$ cat config.mk
export PLATFORM = sky130hd
export DESIGN_NAME = lcd_window_writer
export DESIGN_NICKNAME = d
export VERILOG_FILES = /design/src/rtl/lcd_window_writer.sv
export SDC_FILE = /design/constraint.sdc
export NUM_CORES = 1
export LEC_CHECK = 0
export BUFFER_PORTS_ARGS = -buffer_cell sky130_fd_sc_hd__buf_2
export CAP_MARGIN = 5
export CORE_ASPECT_RATIO = 1.2
export CORE_MARGIN = 10
export CORE_UTILIZATION = 25
export CTS_CLUSTER_DIAMETER = 120
export DETAILED_ROUTE_END_ITERATION = 7
export PLACE_DENSITY_LB_ADDON = 0.3
export SYNTH_ARGS = -nofsm -noshare
export SYNTH_HDL_FRONTEND = slang
export SYNTH_SLANG_ARGS = --single-unit
$ cat constraint.sdc
create_clock -name clk -period 3.6 [get_ports clk]
set_input_delay 0.36 -clock clk [delete_from_list [all_inputs] [get_ports clk]]
set_output_delay 0.36 -clock clk [all_outputs]
set_load 0.01 [all_outputs]
$ cat src/rtl/lcd_window_writer.sv
`default_nettype none
//------------------------------------------------------------------------------
// Module  : lcd_window_writer
// Brief   : Writes a rectangular ST7789V3 window (CASET/RASET/RAMWR + pixels)
//           into the 9-bit command/data word stream.
// Revision: 1.0 - initial release
//------------------------------------------------------------------------------
module lcd_window_writer #(
   parameter int PIXEL_WIDTH = 16,
   parameter int COORD_WIDTH = 9,
   parameter int X_OFFSET    = 0,
   parameter int Y_OFFSET    = 20,
   parameter int MAX_X       = 239,
   parameter int MAX_Y       = 279
) (
   input  logic                   clk,
   input  logic                   rst,
   input  logic                   start_i,
   input  logic [COORD_WIDTH-1:0] x0_i,
   input  logic [COORD_WIDTH-1:0] x1_i,
   input  logic [COORD_WIDTH-1:0] y0_i,
   input  logic [COORD_WIDTH-1:0] y1_i,
   output logic                   busy_o,
   output logic                   done_o,
   output logic                   err_o,
   input  logic                   px_valid_i,
   output logic                   px_ready_o,
   input  logic [PIXEL_WIDTH-1:0] px_data_i,
   output logic                   out_valid_o,
   input  logic                   out_ready_i,
   output logic [8:0]             out_data_o
);

   localparam int c_bpp   = (PIXEL_WIDTH == 18) ? 3 : 2;
   localparam int c_cnt_w = $clog2((MAX_X + 1) * (MAX_Y + 1) + 1);

   localparam logic [2:0] c_st_idle   = 3'd0;
   localparam logic [2:0] c_st_caset  = 3'd1;
   localparam logic [2:0] c_st_raset  = 3'd2;
   localparam logic [2:0] c_st_ramwr  = 3'd3;
   localparam logic [2:0] c_st_pixels = 3'd4;

   localparam logic [COORD_WIDTH-1:0] c_max_x = COORD_WIDTH'(MAX_X);
   localparam logic [COORD_WIDTH-1:0] c_max_y = COORD_WIDTH'(MAX_Y);
   // Byte index value meaning every byte of the held pixel is in the output register
   localparam logic [1:0]             c_all_loaded = 2'(c_bpp);

   logic [2:0]             state_q, state_d;
   logic [2:0]             idx_q, idx_d;
   logic [c_cnt_w-1:0]     left_q, left_d;
   logic [PIXEL_WIDTH-1:0] hold_q, hold_d;
   logic                   hold_full_q, hold_full_d;
   logic [1:0]             bidx_q, bidx_d;
   logic                   out_valid_q, out_valid_d;
   logic [8:0]             out_data_q, out_data_d;
   logic                   busy_q, busy_d;
   logic                   done_q, done_d;
   logic                   err_q, err_d;
   logic [COORD_WIDTH-1:0] x0_q, x1_q, y0_q, y1_q;

   logic                   w_out_free;
   logic                   w_illegal;
   logic                   w_accept;
   logic [c_cnt_w-1:0]     w_cols, w_rows, w_npix;
   logic [15:0]            w_cx0, w_cx1, w_cy0, w_cy1;
   logic [15:0]            w_lo_bound, w_hi_bound;
   logic [7:0]             w_opcode;
   logic [8:0]             w_cmd_word;
   logic                   w_last_xfer;
   logic                   w_px_ready;
   logic                   w_capture;
   logic [7:0]             w_hold_byte;
   logic [7:0]             w_px_byte0;

   assign w_out_free = !out_valid_q || out_ready_i;
   assign w_illegal  = (x0_i > x1_i) || (y0_i > y1_i) || (x1_i > c_max_x) || (y1_i > c_max_y);
   assign w_accept   = (state_q == c_st_idle) && start_i && !w_illegal;

   assign w_cols = c_cnt_w'(x1_i) - c_cnt_w'(x0_i) + c_cnt_w'(1);
   assign w_rows = c_cnt_w'(y1_i) - c_cnt_w'(y0_i) + c_cnt_w'(1);
   assign w_npix = w_cols * w_rows;

   assign w_cx0 = 16'(x0_q) + 16'(X_OFFSET);
   assign w_cx1 = 16'(x1_q) + 16'(X_OFFSET);
   assign w_cy0 = 16'(y0_q) + 16'(Y_OFFSET);
   assign w_cy1 = 16'(y1_q) + 16'(Y_OFFSET);

   assign w_lo_bound = (state_q == c_st_caset) ? w_cx0 : w_cy0;
   assign w_hi_bound = (state_q == c_st_caset) ? w_cx1 : w_cy1;
   assign w_opcode   = (state_q == c_st_caset) ? 8'h2A : 8'h2B;

   always_comb begin
      w_cmd_word = {1'b0, w_opcode};
      case (idx_q)
         3'd0:    w_cmd_word = {1'b0, w_opcode};
         3'd1:    w_cmd_word = {1'b1, w_lo_bound[15:8]};
         3'd2:    w_cmd_word = {1'b1, w_lo_bound[7:0]};
         3'd3:    w_cmd_word = {1'b1, w_hi_bound[15:8]};
         default: w_cmd_word = {1'b1, w_hi_bound[7:0]};
      endcase
   end

   // The held pixel's last byte is in the output register and leaves this cycle
   assign w_last_xfer = hold_full_q && (bidx_q == c_all_loaded) && out_valid_q && out_ready_i;
   assign w_px_ready  = (state_q == c_st_pixels) && (left_q != '0) && (!hold_full_q || w_last_xfer);
   assign w_capture   = w_px_ready && px_valid_i;

   generate
      if (PIXEL_WIDTH == 18) begin : g_rgb666
         always_comb begin
            case (bidx_q)
               2'd0:    w_hold_byte = {hold_q[17:12], 2'b00};
               2'd1:    w_hold_byte = {hold_q[11:6], 2'b00};
               default: w_hold_byte = {hold_q[5:0], 2'b00};
            endcase
         end
         assign w_px_byte0 = {px_data_i[17:12], 2'b00};
      end else begin : g_rgb565
         assign w_hold_byte = (bidx_q == 2'd0) ? hold_q[15:8] : hold_q[7:0];
         assign w_px_byte0  = px_data_i[15:8];
      end
   endgenerate

   always_comb begin
      state_d     = state_q;
      idx_d       = idx_q;
      left_d      = left_q;
      hold_d      = hold_q;
      hold_full_d = hold_full_q;
      bidx_d      = bidx_q;
      out_valid_d = out_valid_q && !out_ready_i;
      out_data_d  = out_data_q;
      busy_d      = busy_q;
      done_d      = 1'b0;
      err_d       = 1'b0;

      case (state_q)
         c_st_idle: begin
            if (start_i) begin
               if (w_illegal) begin
                  err_d = 1'b1;
               end else begin
                  state_d = c_st_caset;
                  idx_d   = 3'd0;
                  left_d  = w_npix;
                  busy_d  = 1'b1;
               end
            end
         end
         c_st_caset, c_st_raset: begin
            if (w_out_free) begin
               out_valid_d = 1'b1;
               out_data_d  = w_cmd_word;
               if (idx_q == 3'd4) begin
                  idx_d   = 3'd0;
                  state_d = (state_q == c_st_caset) ? c_st_raset : c_st_ramwr;
               end else begin
                  idx_d = idx_q + 3'd1;
               end
            end
         end
         c_st_ramwr: begin
            if (w_out_free) begin
               out_valid_d = 1'b1;
               out_data_d  = 9'h02C;
               state_d     = c_st_pixels;
            end
         end
         c_st_pixels: begin
            if (hold_full_q && (bidx_q != c_all_loaded)) begin
               if (w_out_free) begin
                  out_valid_d = 1'b1;
                  out_data_d  = {1'b1, w_hold_byte};
                  bidx_d      = bidx_q + 2'd1;
               end
            end else if (w_capture) begin
               // First byte bypasses the holding register so pixels stream without a bubble
               hold_d      = px_data_i;
               hold_full_d = 1'b1;
               left_d      = left_q - c_cnt_w'(1);
               if (w_out_free) begin
                  out_valid_d = 1'b1;
                  out_data_d  = {1'b1, w_px_byte0};
                  bidx_d      = 2'd1;
               end else begin
                  bidx_d = 2'd0;
               end
            end else if (w_last_xfer) begin
               hold_full_d = 1'b0;
            end

            if (w_last_xfer && (left_q == '0)) begin
               state_d = c_st_idle;
               busy_d  = 1'b0;
               done_d  = 1'b1;
            end
         end
         default: begin
            state_d = c_st_idle;
            busy_d  = 1'b0;
         end
      endcase
   end

   always_ff @(posedge clk or negedge rst) begin
      if (!rst) begin
         state_q     <= c_st_idle;
         idx_q       <= 3'd0;
         left_q      <= '0;
         hold_q      <= '0;
         hold_full_q <= 1'b0;
         bidx_q      <= 2'd0;
         out_valid_q <= 1'b0;
         out_data_q  <= 9'd0;
         busy_q      <= 1'b0;
         done_q      <= 1'b0;
         err_q       <= 1'b0;
         x0_q        <= '0;
         x1_q        <= '0;
         y0_q        <= '0;
         y1_q        <= '0;
      end else begin
         state_q     <= state_d;
         idx_q       <= idx_d;
         left_q      <= left_d;
         hold_q      <= hold_d;
         hold_full_q <= hold_full_d;
         bidx_q      <= bidx_d;
         out_valid_q <= out_valid_d;
         out_data_q  <= out_data_d;
         busy_q      <= busy_d;
         done_q      <= done_d;
         err_q       <= err_d;
         if (w_accept) begin
            x0_q <= x0_i;
            x1_q <= x1_i;
            y0_q <= y0_i;
            y1_q <= y1_i;
         end
      end
   end

   assign busy_o      = busy_q;
   assign done_o      = done_q;
   assign err_o       = err_q;
   assign px_ready_o  = w_px_ready;
   assign out_valid_o = out_valid_q;
   assign out_data_o  = out_data_q;

endmodule
`default_nettype wire

==> results of run 1 <==
[sequential cells by signal, indices dropped and copies added (netlist names)]
| name | count |
|---|---|
| left_q | 17 |
| out_valid_o | 1 |
| state_q | 3 |
| x1_q | 9 |
| x0_q | 9 |
| out_data_o | 9 |
| hold_full_q | 1 |
| err_o | 1 |
| done_o | 1 |
| bidx_q | 2 |
| idx_q | 3 |
| busy_o | 1 |
| y1_q | 9 |
| hold_q | 16 |
| y0_q | 9 |
[logic make-up (layout without fill, tap and decap cells)]
logic type      after synthesis  count (layout)  synth area share [%]
fa+ha+maj                   157             157                  26.7
flops                        91              91                  23.3
other cells                   0               1                     0
simple gates                307             307                  15.0
compound gates              207             207                  13.8
mux                          55              55                  6.16
buf+inv                     215             494                  8.89
xor+xnor                     62              62                  6.14
[through the flow]
step                      instance area [um^2]  setup slack, ps  setup TNS (ps)  std cells  util, %
after floorplan                          10100            -2850          -26370       1094        -
after global placement                   12400            -3230          -40240       1843     32.0
after detailed placement                 12400            -3350          -41980       1843     32.0
after CTS                                13500            -2790          -26980       1894     34.9
after global routing                     13800            -3090          -29630       1900     35.8
final                                    13800            -2790          -26450       1900     35.8
[worst max-delay path, delay by kind of cell]
family | cells | cell delay [ps]
fa+ha+maj | 8 | 3180
buf+inv | 5 | 250
compound gates | 7 | 1210
simple gates | 7 | 1230
xor+xnor | 2 | 420
[final cells by class]
| type | instances | share of cell area [%] |
|---|---|---|
| well taps | 526 | 4.75 |
| clock inverters | 4 | 0.370 |
| clock buffers | 11 | 1.68 |
| multi-input cells | 788 | 55.2 |
| flip-flops and latches | 91 | 16.4 |
| diodes | 1 | 0.0181 |
| inverters | 174 | 4.88 |
| repair buffers | 305 | 16.6 |
[routing by layer]
layer	global-route usage, %	wire length [um]
met5	0	0
met4	2.85	429
met1	13.9	12000
met2	23.0	15600
met3	1.32	609
[cell usage in the layout (no fill, tap or decap), drive strengths merged, types with 4 or more instances in the layout]
| cell type | count |
|---|---|
| a211oi | 6 |
| a21o | 6 |
| a21oi | 44 |
| a221oi | 9 |
| a22oi | 4 |
| a31oi | 6 |
| and2 | 31 |
| buf | 305 |
| clkbuf | 11 |
| dfrtp | 91 |
| fa | 86 |
| ha | 71 |
| inv | 173 |
| mux2 | 41 |
| mux2i | 14 |
| nand2 | 112 |
| nand2b | 12 |
| nand3 | 11 |
| nand4 | 5 |
| nor2 | 67 |
| nor2b | 13 |
| nor3 | 31 |
| o211ai | 4 |
| o21a | 5 |
| o21ai | 66 |
| o21bai | 4 |
| o22ai | 15 |
| o31ai | 5 |
| o32ai | 4 |
| or2 | 5 |
| or3 | 5 |
| xnor2 | 40 |
| xor2 | 18 |
[worst paths after layout]
kind,from,endpoint,slack [ps]
worst min register to register,y0_q[1],y0_q[1],480
worst min-delay path,rst,err_o,40
worst max register to register,left_q[0],x0_q[0],360
min in group clk,px_data_i[4],hold_q[4],240
worst max-delay path,y1_i[0],left_q[16],-2790
max in group asynchronous,rst,left_q[16],2780
[timing repair]
action                                  4_1_cts  5_1_grt
endpoints found under the setup margin       14       39
cloned                                        0        0
resized for setup                           113       63
buffers inserted                             40       10
pin swaps                                    69       33
[synthesized netlist by cell type, types with 31 or more instances]
library cell	n	area, um^2
fa_1	86	1720
inv_1	172	646
nand2_1	112	420
xnor2_1	40	350
nor3_1	31	155
clkbuf_1	32	120
ha_1	71	888
dfrtp_1	91	2280
nor2_1	67	251
a21oi_1	43	215
mux2_2	41	462
o21ai_0	63	315
==> results.sh, run 1 <==
export IMPL_class_of_the_most_critical_hold_timing_path="in -> async"
export IMPL_layout_worst_path_cycle_share_pct=177
export IMPL_r2r_worst_path_cells=13
export IMPL_critPathRequiredTime_ps=3870
export IMPL_final_antenna_net_count=0
export IMPL_first_global_vias=8977
export IMPL_run_status="finished with violations"
export IMPL_antenna_violations_before_repair=1
export IMPL_timing_final_hold_violations=0
export IMPL_initial_core_util_pct=25.3
export IMPL_worst_slew_pin_transition_ps=839
export IMPL_core_region_area_um2=38600
export IMPL_aggregate_routed_wire_length_um=28500
export IMPL_numCtsBuffers=9
export IMPL_max_clock_path_buffers=2
export IMPL_rows=79
export IMPL_crit_path_max_fanout=7
export IMPL_synthesis_area_um2=9760
export IMPL_port_buffer_count=70
export IMPL_max_cap_violations=0
export IMPL_timing_final_setup_violations=13
export IMPL_drt_drc_violations_left=0
export IMPL_die_x_um=200
export IMPL_ys_seq_area_share_pct=23.3
export IMPL_wire_length_of_the_first_global_routing_pass_um=46600
export IMPL_dr_first_iter_drc_count=335
export IMPL_synthCells=1094
export IMPL_postSynth_topFlopCell="dfrtp_1"
export IMPL_grt_start_max_net_pins=53
export IMPL_syn2layout_area_growth_pct=41.8
export IMPL_drt_pass1_iterations=5
export IMPL_synth_cell_types=76
export IMPL_number_of_ports_placed_on_the_die_boundary=71
export IMPL_route_detailed_vias_per_inst=4.43
export IMPL_fillCellCount=3961
export IMPL_critical_path_startpoint_type="input port"
export IMPL_global_route_overflow_total=0
export IMPL_crit_top_cell="fa_1"
export IMPL_finalNetCount=1583
export IMPL_vias=8419
export IMPL_syn_avg_cell_area_um2=8.93
export IMPL_yosys_warnings=0
export IMPL_worstPathArrival_ps=6660
export IMPL_criticalPathCategory="in -> reg"
export IMPL_hold_slack_ps=44.5
export IMPL_finalClockSkew_ps=7.76
export IMPL_synth_edf_count=0
export IMPL_max_slew_margin_pct=44.0
export IMPL_dieHeight_um=236
export IMPL_gp_weighted_congestion=0.859
export IMPL_clock_pin_transition_on_the_worst_setup_and_hold_timing_paths_ps=70
export IMPL_clock_insertion_delay_worst_skew_ps=350
export IMPL_final_seq_area_um2=2280
export IMPL_worstSetupEndpointType="flop"
export IMPL_violations="setup timing"
export IMPL_period_minus_slack_ps=6390
export IMPL_cts_hold_buffers=0
export IMPL_ctsHtreeMaxLevel=3
export IMPL_multiInputGateArea_um2=7650
export IMPL_dp_hpwl_um=23400
export IMPL_drive_above_1_share_pct=39.3
export IMPL_numClockSinks=91
export IMPL_synth_net_count=1308
export IMPL_ys_seq_elements=91
export IMPL_setup_slack_ps=-2790
export IMPL_routed_wire_length_per_instance_um=15.0
export IMPL_grt_setup_unrepaired="yes"
export IMPL_max_clock_freq_mhz=157
export IMPL_drv_slew=0
export IMPL_critical_path_slowest_cell="fa_1"
export IMPL_grt_use_total_pct=12.0
export IMPL_root_buffer_cell="clkbuf_16"
export IMPL_tritoncts_clock_tree="done"
export IMPL_dieArea_um2=47400
export IMPL_postSynth_asyncResetShare_pct=100
export IMPL_critical_path_max_stage_delay_ps=520
Power of run 1 is left out: the tool's default activity adds up to more than one toggle a clock period on the data nets, which glitch-free logic cannot reach.
==> inputs of run 2 (changes only) <==
--- a/config.mk
+++ b/config.mk
@@ -13,6 +13,7 @@
 export CTS_CLUSTER_DIAMETER = 120
 export DETAILED_ROUTE_END_ITERATION = 7
 export PLACE_DENSITY_LB_ADDON = 0.3
+export SETUP_SLACK_MARGIN = 0.02
 export SYNTH_ARGS = -nofsm -noshare
 export SYNTH_HDL_FRONTEND = slang
 export SYNTH_SLANG_ARGS = --single-unit
==> run 2 against run 1 <==
Effect of this change: the run still ends with setup timing left; core utilization grew 0.25 points; sequential share of layout area shrank 0.10 points; register-to-register slack lost 270 ps; non-clock buffer count grew 12.
==> results.sh, run 2 (synthesis gave the netlist of run 1 again) <==
export IMPL_rows=79
export IMPL_critical_path_max_stage_delay_ps=530
export IMPL_crit_top_cell="fa_1"
export IMPL_ctsHtreeMaxLevel=3
export IMPL_global_route_overflow_total=0
export IMPL_worstPathArrival_ps=6720
export IMPL_initial_core_util_pct=25.3
export IMPL_clock_insertion_delay_worst_skew_ps=350
export IMPL_layout_worst_path_cycle_share_pct=179
export IMPL_finalNetCount=1595
export IMPL_fillCellCount=3897
export IMPL_timing_final_setup_violations=13
export IMPL_route_detailed_vias_per_inst=4.52
export IMPL_setup_slack_ps=-2840
export IMPL_dieHeight_um=236
export IMPL_critical_path_startpoint_type="input port"
export IMPL_dr_first_iter_drc_count=345
export IMPL_crit_path_max_fanout=6
export IMPL_timing_final_hold_violations=0
export IMPL_class_of_the_most_critical_hold_timing_path="in -> async"
export IMPL_syn2layout_area_growth_pct=42.8
export IMPL_drt_drc_violations_left=0
export IMPL_layout_common_cells="buf_4 (230), inv_1 (147), nand2_1 (101)"
export IMPL_gp_weighted_congestion=0.852
export IMPL_grt_start_max_net_pins=57
export IMPL_drive_above_1_share_pct=39.5
export IMPL_wire_length_of_the_first_global_routing_pass_um=47000
export IMPL_number_of_ports_placed_on_the_die_boundary=71
export IMPL_grt_setup_unrepaired="yes"
export IMPL_antenna_violations_before_repair=1
export IMPL_grt_use_total_pct=12.1
export IMPL_criticalPathCategory="in -> reg"
export IMPL_top_reg_by_flops="left_q"
export IMPL_final_antenna_net_count=0
export IMPL_critical_path_slowest_cell="or4b_4"
export IMPL_vias=8649
export IMPL_finalSetupTns_ps=-27120
export IMPL_largest_register_ff_count=17
export IMPL_critPathRequiredTime_ps=3880
export IMPL_finalClockSkew_ps=5.64
export IMPL_run_status="finished with violations"
export IMPL_drt_pass1_iterations=5
export IMPL_r2r_slack_ps=90
export IMPL_worstSetupEndpointType="flop"
export IMPL_cts_hold_buffers=0
export IMPL_max_clock_freq_mhz=155
export IMPL_max_slew_margin_pct=41.7
export IMPL_tritoncts_clock_tree="done"
export IMPL_numClockSinks=91
export IMPL_die_x_um=200
export IMPL_aggregate_routed_wire_length_um=29600
export IMPL_max_clock_path_buffers=2
export IMPL_max_cap_violations=0
export IMPL_routed_wire_length_per_instance_um=15.5
export IMPL_root_buffer_cell="clkbuf_16"
export IMPL_dieArea_um2=47400
export IMPL_violations="setup timing"
export IMPL_drv_slew=0
export IMPL_postLayoutCoreUtil_pct=36.1
export IMPL_top_regs="left_q (17), hold_q (16)"
export IMPL_worst_slew_pin_transition_ps=874
export IMPL_numCtsBuffers=9
export IMPL_mostFrequentLayoutCell="buf_4"
export IMPL_first_global_vias=9148
export IMPL_core_region_area_um2=38600
export IMPL_dp_hpwl_um=23800
export IMPL_port_buffer_count=70
export IMPL_clock_pin_transition_on_the_worst_setup_and_hold_timing_paths_ps=70
export IMPL_period_minus_slack_ps=6440
run 2: cell count changes in the layout (fill, tap and decap cells not counted), sizes merged:
cell,delta
buf,+9
clkbuf,+2
clkinv,+1
inv,+1
run 2: area by class of cell:
cell class              count  area (um^2)  share of cell area, %
clock inverters             6         71.3                  0.511
well taps                 526          658                   4.72
diodes                      1         2.50                 0.0179
multi-input cells         788         7640                   54.8
clock buffers              10          239                   1.71
flip-flops and latches     91         2280                   16.3
inverters                 174          673                   4.83
repair buffers            317         2380                   17.1
run 2: path summary, 6_finish.rpt:
kind	end	cells past startpoint	startpoint
min in group clk	hold_q[7]	2	px_data_i[7]
worst max register to register	x1_q[2]	13	left_q[0]
worst max-delay path	left_q[14]	30	y0_i[4]
worst min-delay path	busy_o	1	rst
max in group asynchronous	left_q[0]	2	rst
worst min register to register	y1_q[0]	2	y1_q[0]
run 2: what timing repair did:
item	CTS	global route
setup buffers	23	31
cloned	0	3
pin swaps	46	63
resized for setup	79	79
endpoints found under the setup margin	55	31
run 2: per-layer routing:
metal	up-vias	share of wire, %	track usage [%]
met2	135	54	23.1
met3	38	2.7	1.52
met1	4266	41	13.6
li1	4210	-	-
met4	0	2.4	4.07
met5	-	0	0
run 2: stage by stage:
step / cell area (um^2) / worst slack (ps) / hold slack, ps / cells
3_5_place_dp: 12400 / -3550 / 411 / 1844
4_1_cts: 13300 / -2920 / 30.3 / 1883
6_report: 13900 / -2840 / 19.3 / 1913
5_1_grt: 13900 / -3060 / 54.7 / 1913
2_1_floorplan: 10100 / -2850 / 64.4 / 1094
3_3_place_gp: 12400 / -3330 / 413 / 1844
run 2: critical path, delay by kind of cell:
| kind | cells | cell delay, ps |
|---|---|---|
| adder cells (fa/ha/maj) | 7 | 2900 |
| AND/OR/NAND/NOR | 7 | 1610 |
| AO/OA/AOI/OAI | 7 | 1060 |
| buffers and inverters | 8 | 660 |
| XOR/XNOR | 1 | 120 |
Power of run 2 is left out for the same reason.
